`src/rtl/eprisc_frameslave.sv`:
```
// Byte-framed bus slave: assembles {write, addr, data} frames from host strobes,
// issues one req/ack peripheral transaction and streams the read response back.
// Optional frame parity byte is enabled with `define FRAMESLAVE_PARITY_EN.
module eprisc_frameslave #(
   parameter int unsigned ADDR_W     = 15,
   parameter int unsigned DATA_W     = 16,
   parameter int unsigned RESP_BYTES = 4,
   parameter int unsigned TIMEOUT    = 15
) (
   input  logic                      iClk,
   input  logic                      iRst,
   input  logic                      iSelect,
   input  logic                      iStrobe,
   input  logic [7:0]                iMOSI,
   output logic [7:0]                oMISO,
   output logic                      oBusy,
   output logic                      oErr,
   output logic                      oReq,
   output logic                      oWrite,
   output logic [ADDR_W-1:0]         oAddr,
   output logic [DATA_W-1:0]         oWData,
   input  logic [8*RESP_BYTES-1:0]   iRData,
   input  logic                      iAck
);

   localparam int unsigned RD_W = 8 * RESP_BYTES;
   localparam int unsigned FW   = 1 + ADDR_W + DATA_W;
   localparam int unsigned NB   = (FW + 7) / 8;
`ifdef FRAMESLAVE_PARITY_EN
   localparam int unsigned NBT  = NB + 1;
`else
   localparam int unsigned NBT  = NB;
`endif
   localparam int unsigned BCW  = $clog2(NBT + 1);
   localparam int unsigned RCW  = $clog2(RESP_BYTES + 1);

   typedef enum logic [2:0] {IDLE, RECV, ISSUE, SEND, DONE} state_t;

   state_t            state;
   logic [8*NBT-1:0]  frame;
   logic [8*NBT-1:0]  next_frame;
   logic [BCW-1:0]    bcnt;
   logic [RCW-1:0]    rcnt;
   logic [7:0]        wcnt;
   logic [RD_W-1:0]   sreg;
   logic [RD_W-1:0]   shifted;
   logic              parity_ok;
   logic              frame_wr;

   // Frame as it will look once the byte on iMOSI is stored; lets the final
   // strobe decode the complete frame in the same cycle.
   always_comb begin
      next_frame = frame;
      for (int unsigned i = 0; i < NBT; i++) begin
         if (bcnt == BCW'(i)) next_frame[i*8 +: 8] = iMOSI;
      end
      frame_wr = next_frame[FW-1];
      shifted  = sreg >> 8;
`ifdef FRAMESLAVE_PARITY_EN
      begin
         logic [7:0] p;
         p = '0;
         for (int unsigned i = 0; i < NB; i++) p = p ^ next_frame[i*8 +: 8];
         parity_ok = (p == next_frame[NB*8 +: 8]);
      end
`else
      parity_ok = 1'b1;
`endif
   end

   always_ff @(posedge iClk) begin
      if (iRst) begin
         state  <= IDLE;
         frame  <= '0;
         bcnt   <= '0;
         rcnt   <= '0;
         wcnt   <= '0;
         sreg   <= '0;
         oMISO  <= '0;
         oBusy  <= 1'b0;
         oErr   <= 1'b0;
         oReq   <= 1'b0;
         oWrite <= 1'b0;
         oAddr  <= '0;
         oWData <= '0;
      end else begin
         oErr <= 1'b0;
         if (!iSelect) begin
            state <= IDLE;
            oReq  <= 1'b0;
            oBusy <= 1'b0;
            bcnt  <= '0;
            rcnt  <= '0;
            wcnt  <= '0;
            oMISO <= '0;
         end else begin
            case (state)
               IDLE, RECV: begin
                  state <= RECV;
                  if (iStrobe) begin
                     frame <= next_frame;
                     if (bcnt == BCW'(NBT - 1)) begin
                        bcnt   <= '0;
                        oWrite <= frame_wr;
                        oAddr  <= next_frame[DATA_W +: ADDR_W];
                        oWData <= next_frame[DATA_W-1:0];
                        if (parity_ok) begin
                           state <= ISSUE;
                           oReq  <= 1'b1;
                           oBusy <= 1'b1;
                           wcnt  <= '0;
                        end else begin
                           oErr <= 1'b1;
                           if (frame_wr) begin
                              state <= DONE;
                           end else begin
                              state <= SEND;
                              sreg  <= '1;
                              oMISO <= 8'hFF;
                              rcnt  <= '0;
                           end
                        end
                     end else begin
                        bcnt <= bcnt + BCW'(1);
                     end
                  end
               end
               ISSUE: begin
                  // Ack is checked first so a coincident timeout loses.
                  if (iAck) begin
                     oReq  <= 1'b0;
                     oBusy <= 1'b0;
                     if (oWrite) begin
                        state <= DONE;
                     end else begin
                        state <= SEND;
                        sreg  <= iRData;
                        oMISO <= iRData[7:0];
                        rcnt  <= '0;
                     end
                  end else if (wcnt == 8'(TIMEOUT - 1)) begin
                     oReq  <= 1'b0;
                     oBusy <= 1'b0;
                     oErr  <= 1'b1;
                     if (oWrite) begin
                        state <= DONE;
                     end else begin
                        state <= SEND;
                        sreg  <= '1;
                        oMISO <= 8'hFF;
                        rcnt  <= '0;
                     end
                  end else begin
                     wcnt <= wcnt + 8'd1;
                  end
               end
               SEND: begin
                  if (iStrobe) begin
                     if (rcnt == RCW'(RESP_BYTES - 1)) begin
                        state <= DONE;
                        oMISO <= '0;
                     end else begin
                        rcnt  <= rcnt + RCW'(1);
                        sreg  <= shifted;
                        oMISO <= shifted[7:0];
                     end
                  end
               end
               DONE:    state <= DONE;
               default: state <= IDLE;
            endcase
         end
      end
   end

endmodule

```
`config.mk`:
```
export PLATFORM = sky130hd
export DESIGN_NAME = eprisc_frameslave
export DESIGN_NICKNAME = d
export VERILOG_FILES = /design/src/rtl/eprisc_frameslave.sv
export SDC_FILE = /design/constraint.sdc
export NUM_CORES = 1
export LEC_CHECK = 0
export BUFFER_PORTS_ARGS = -buffer_cell sky130_fd_sc_hd__buf_4
export CORE_MARGIN = 1.5
export CORE_UTILIZATION = 30
export DETAILED_ROUTE_END_ITERATION = 16
export PLACE_DENSITY_LB_ADDON = 0.1
export RECOVER_POWER = 25
export SYNTH_ARGS = -nofsm -noshare
export SYNTH_HDL_FRONTEND = slang
export SYNTH_SLANG_ARGS = --single-unit
```
`constraint.sdc`:
```
create_clock -name iClk -period 5 [get_ports iClk]
set_clock_uncertainty 0.2 [all_clocks]
set_input_delay 0.25 -clock iClk [delete_from_list [all_inputs] [get_ports iClk]]
set_output_delay 0.25 -clock iClk [all_outputs]
set_load 0.02 [all_outputs]
```
==> results.yml <==
outcome:
  status: "completed"
placement:
  dpl.hpwl_mm: 8.70
  place_ws_ns: 2.34
  gp_congestion: 0.752
  io_buffers: 87
floorplan:
  dieArea_um2: 17500
  start_util: 0.305
  io_pins: 88
  fp.dieW_um: 132
  die_h_um: 132
  core_um2: 16500
  row_count: 47
min_path:
  hold_path.class: "in -> reg"
synth:
  ys_seq_area_frac: 0.427
  synth_edf_count: 0
  synthCells: 589
  async_flop_share: 0
  ys.flop_type: "dfxtp_1"
  syn_nets: 642
  netlist_area_um2: 5010
  avgSynthCellArea_um2: 8.51
  synth_cell_types: 47
  synth-seq-cells: 107
  ys_warn_count: 0
route:
  via_per_inst: 5.12
  vias: 4461
  drt_pass1_iterations: 5
  drt_iter0_drc: 246
  route.detailed.drc: 0
  final_antenna_net_count: 0
  wl_mm: 13.2
  wl_per_cell_um: 15.2
worst_setup_path:
  end_kind: "flip-flop"
  worstPathRequired_ns: 5.06
  crit_arrival_ns: 2.78
  r2r_slack_ns: 2.28
  critPathKind: "reg -> reg"
  crit_fanout: 42
  start_kind: "flip-flop"
timing:
  setup_tns_ns: 0
  finalHoldViolCount: 0
  slew_headroom: 0.273
  setup_viol: 0
  whs_ns: 0.0235
  setup_ws_ns: 2.28
  fin_crit_ns: 2.72
  fmax_mhz: 368
  fin_crit_sh: 0.544
  tightest_slew_ns: 1.09
  drv_slew: 0
  rsz0062_at_grt: "no"
global_routing:
  antenna_found_initial: 0
  grt_pass1_vias: 4205
  grt_first_pass_wirelength_mm: 21.7
  gr-total-overflow: 0
  grt_max_degree: 107
  track_usage: 0.152
cells_and_area:
  diodes: 0
  nNetsFinal: 699
  drive_gt1_frac: 0.123
  syn2layout_area_growth_pct: 20.5
cts:
  cts_tree: "yes"
  cts_resized: 0
  clock-root-buffer: "clkbuf_16"
  clk_latency_ns: 0.35
  numCtsBuffers: 9
  htree_num_levels: 3
  cts.path.max_buffers: 2
  cts.sinks: 107
  clk_pin_slew_worst_paths_ns: 0.08
pwr:
  p_leak_nw: 2.15
  p_per_area_nw_per_um2: 287
  ir_drop_uv: 162
job:
  maxCapViolCount: 0
[placed cells by master, fill, tap and decap left out, types with 8 or more instances in the layout]
cell | synthesis | layout
o21ai_0 | 37 | 37
ha_1 | 8 | 8
nand3_1 | 37 | 37
a211oi_1 | 25 | 24
clkbuf_1 | 42 | 37
dlygate4sd3_1 | 0 | 8
or4_1 | 9 | 9
buf_4 | 1 | 58
clkbuf_16 | 0 | 9
mux2i_1 | 39 | 39
nor2_1 | 30 | 30
a21oi_1 | 49 | 49
nor2b_1 | 20 | 20
nand2_1 | 63 | 63
nand2b_1 | 11 | 11
o41ai_1 | 17 | 17
o31ai_1 | 8 | 8
inv_1 | 14 | 14
o21a_1 | 11 | 11
dfxtp_1 | 107 | 107
o311ai_0 | 8 | 8
[worst paths after layout]
check        startpoint  endpoint  cells after the start
max            state[1]  sreg[11]                      5
min                iAck      oErr                      2
max reg2reg    state[1]  sreg[11]                      5
min reg2reg    frame[4]  frame[4]                      2
[sequential cells by signal, indices dropped and copies added, names as in the netlist]
| signal | count |
|---|---|
| oWData | 16 |
| wcnt | 8 |
| oAddr | 15 |
| bcnt | 3 |
| sreg | 24 |
| rcnt | 3 |
| state | 3 |
| oWrite | 1 |
| oReq | 1 |
| frame | 24 |
| oMISO | 8 |
| oErr | 1 |
[what timing repair did]
item / CTS / global route
hold buffers: 8 / 0
endpoints found under the setup margin: 0 / 0
setup buffers: 0 / 0
endpoints found under the hold margin: 21 / 0
[metrics by stage]
step	power, W	std cells	utilization	cell area, µm²
CTS	0.00177	871	0.375	6180
detailed placement	0.000996	847	0.352	5790
finish	0.00174	871	0.367	6040
global route	0.00181	871	0.367	6040
global placement	0.000995	847	0.352	5790
floorplan	0.000942	589	-	5010
[power breakdown]
part	internal, W	switching (W)
sequential	0.000856	0.00000345
clock	0.000399	0.000356
combinational	0.0000507	0.0000701
total	0.00131	0.000429
[kinds of logic after synthesis]
kind of cell | count (synthesis) | share of synthesized area
buffers and inverters | 71 | 0.0586
AO/OA/AOI/OAI | 169 | 0.219
flip-flops | 107 | 0.427
adder cells (fa/ha/maj) | 8 | 0.0200
multiplexers | 39 | 0.0778
AND/OR/NAND/NOR | 195 | 0.198
[Yosys cell counts (3+ instances only)]
master | number | area share
buf_2 | 7 | 0.0070
o31ai_1 | 8 | 0.012
nand2_1 | 63 | 0.047
ha_1 | 8 | 0.020
a41oi_1 | 3 | 0.0052
o41ai_1 | 17 | 0.030
nor3b_1 | 3 | 0.0045
inv_1 | 14 | 0.010
mux2i_1 | 39 | 0.078
nor2b_1 | 20 | 0.025
or4_1 | 9 | 0.013
a211oi_1 | 25 | 0.037
nand2b_1 | 11 | 0.014
dfxtp_1 | 107 | 0.43
nor2_1 | 30 | 0.022
a21oi_1 | 49 | 0.049
buf_1 | 5 | 0.0037
o311ai_0 | 8 | 0.014
o21ai_0 | 37 | 0.037
o21a_1 | 11 | 0.016
clkbuf_1 | 42 | 0.031
nand3_1 | 37 | 0.037
nand4b_1 | 3 | 0.0052
nand4_1 | 4 | 0.0050
[critical path, cell delays in order, from the launching register on]
cell and delay (ns):
dfxtp_1 0.61, and3b_1 0.76, a221o_1 0.28, buf_4 0.34, nor2_1 0.20, o31ai_1 0.23
[cell type report]
type	count	area, µm²
Fill cell	1737	10400
Multi-Input combinational cell	411	2610
Sequential cell	107	2140
Timing Repair Buffer	103	654
Tap cell	220	275
Clock buffer	9	225
Clock inverter	7	82.6
Inverter	14	52.6
[layer usage]
metal / vias up / global-route usage / wire length (µm)
li1: 2242 / - / -
met4: 0 / 0.0348 / 133
met2: 108 / 0.237 / 6000
met3: 11 / 0.0373 / 561
met1: 2100 / 0.213 / 6520
met5: - / 0 / 0
No activity file was read; power rests on OpenSTA's default activity.
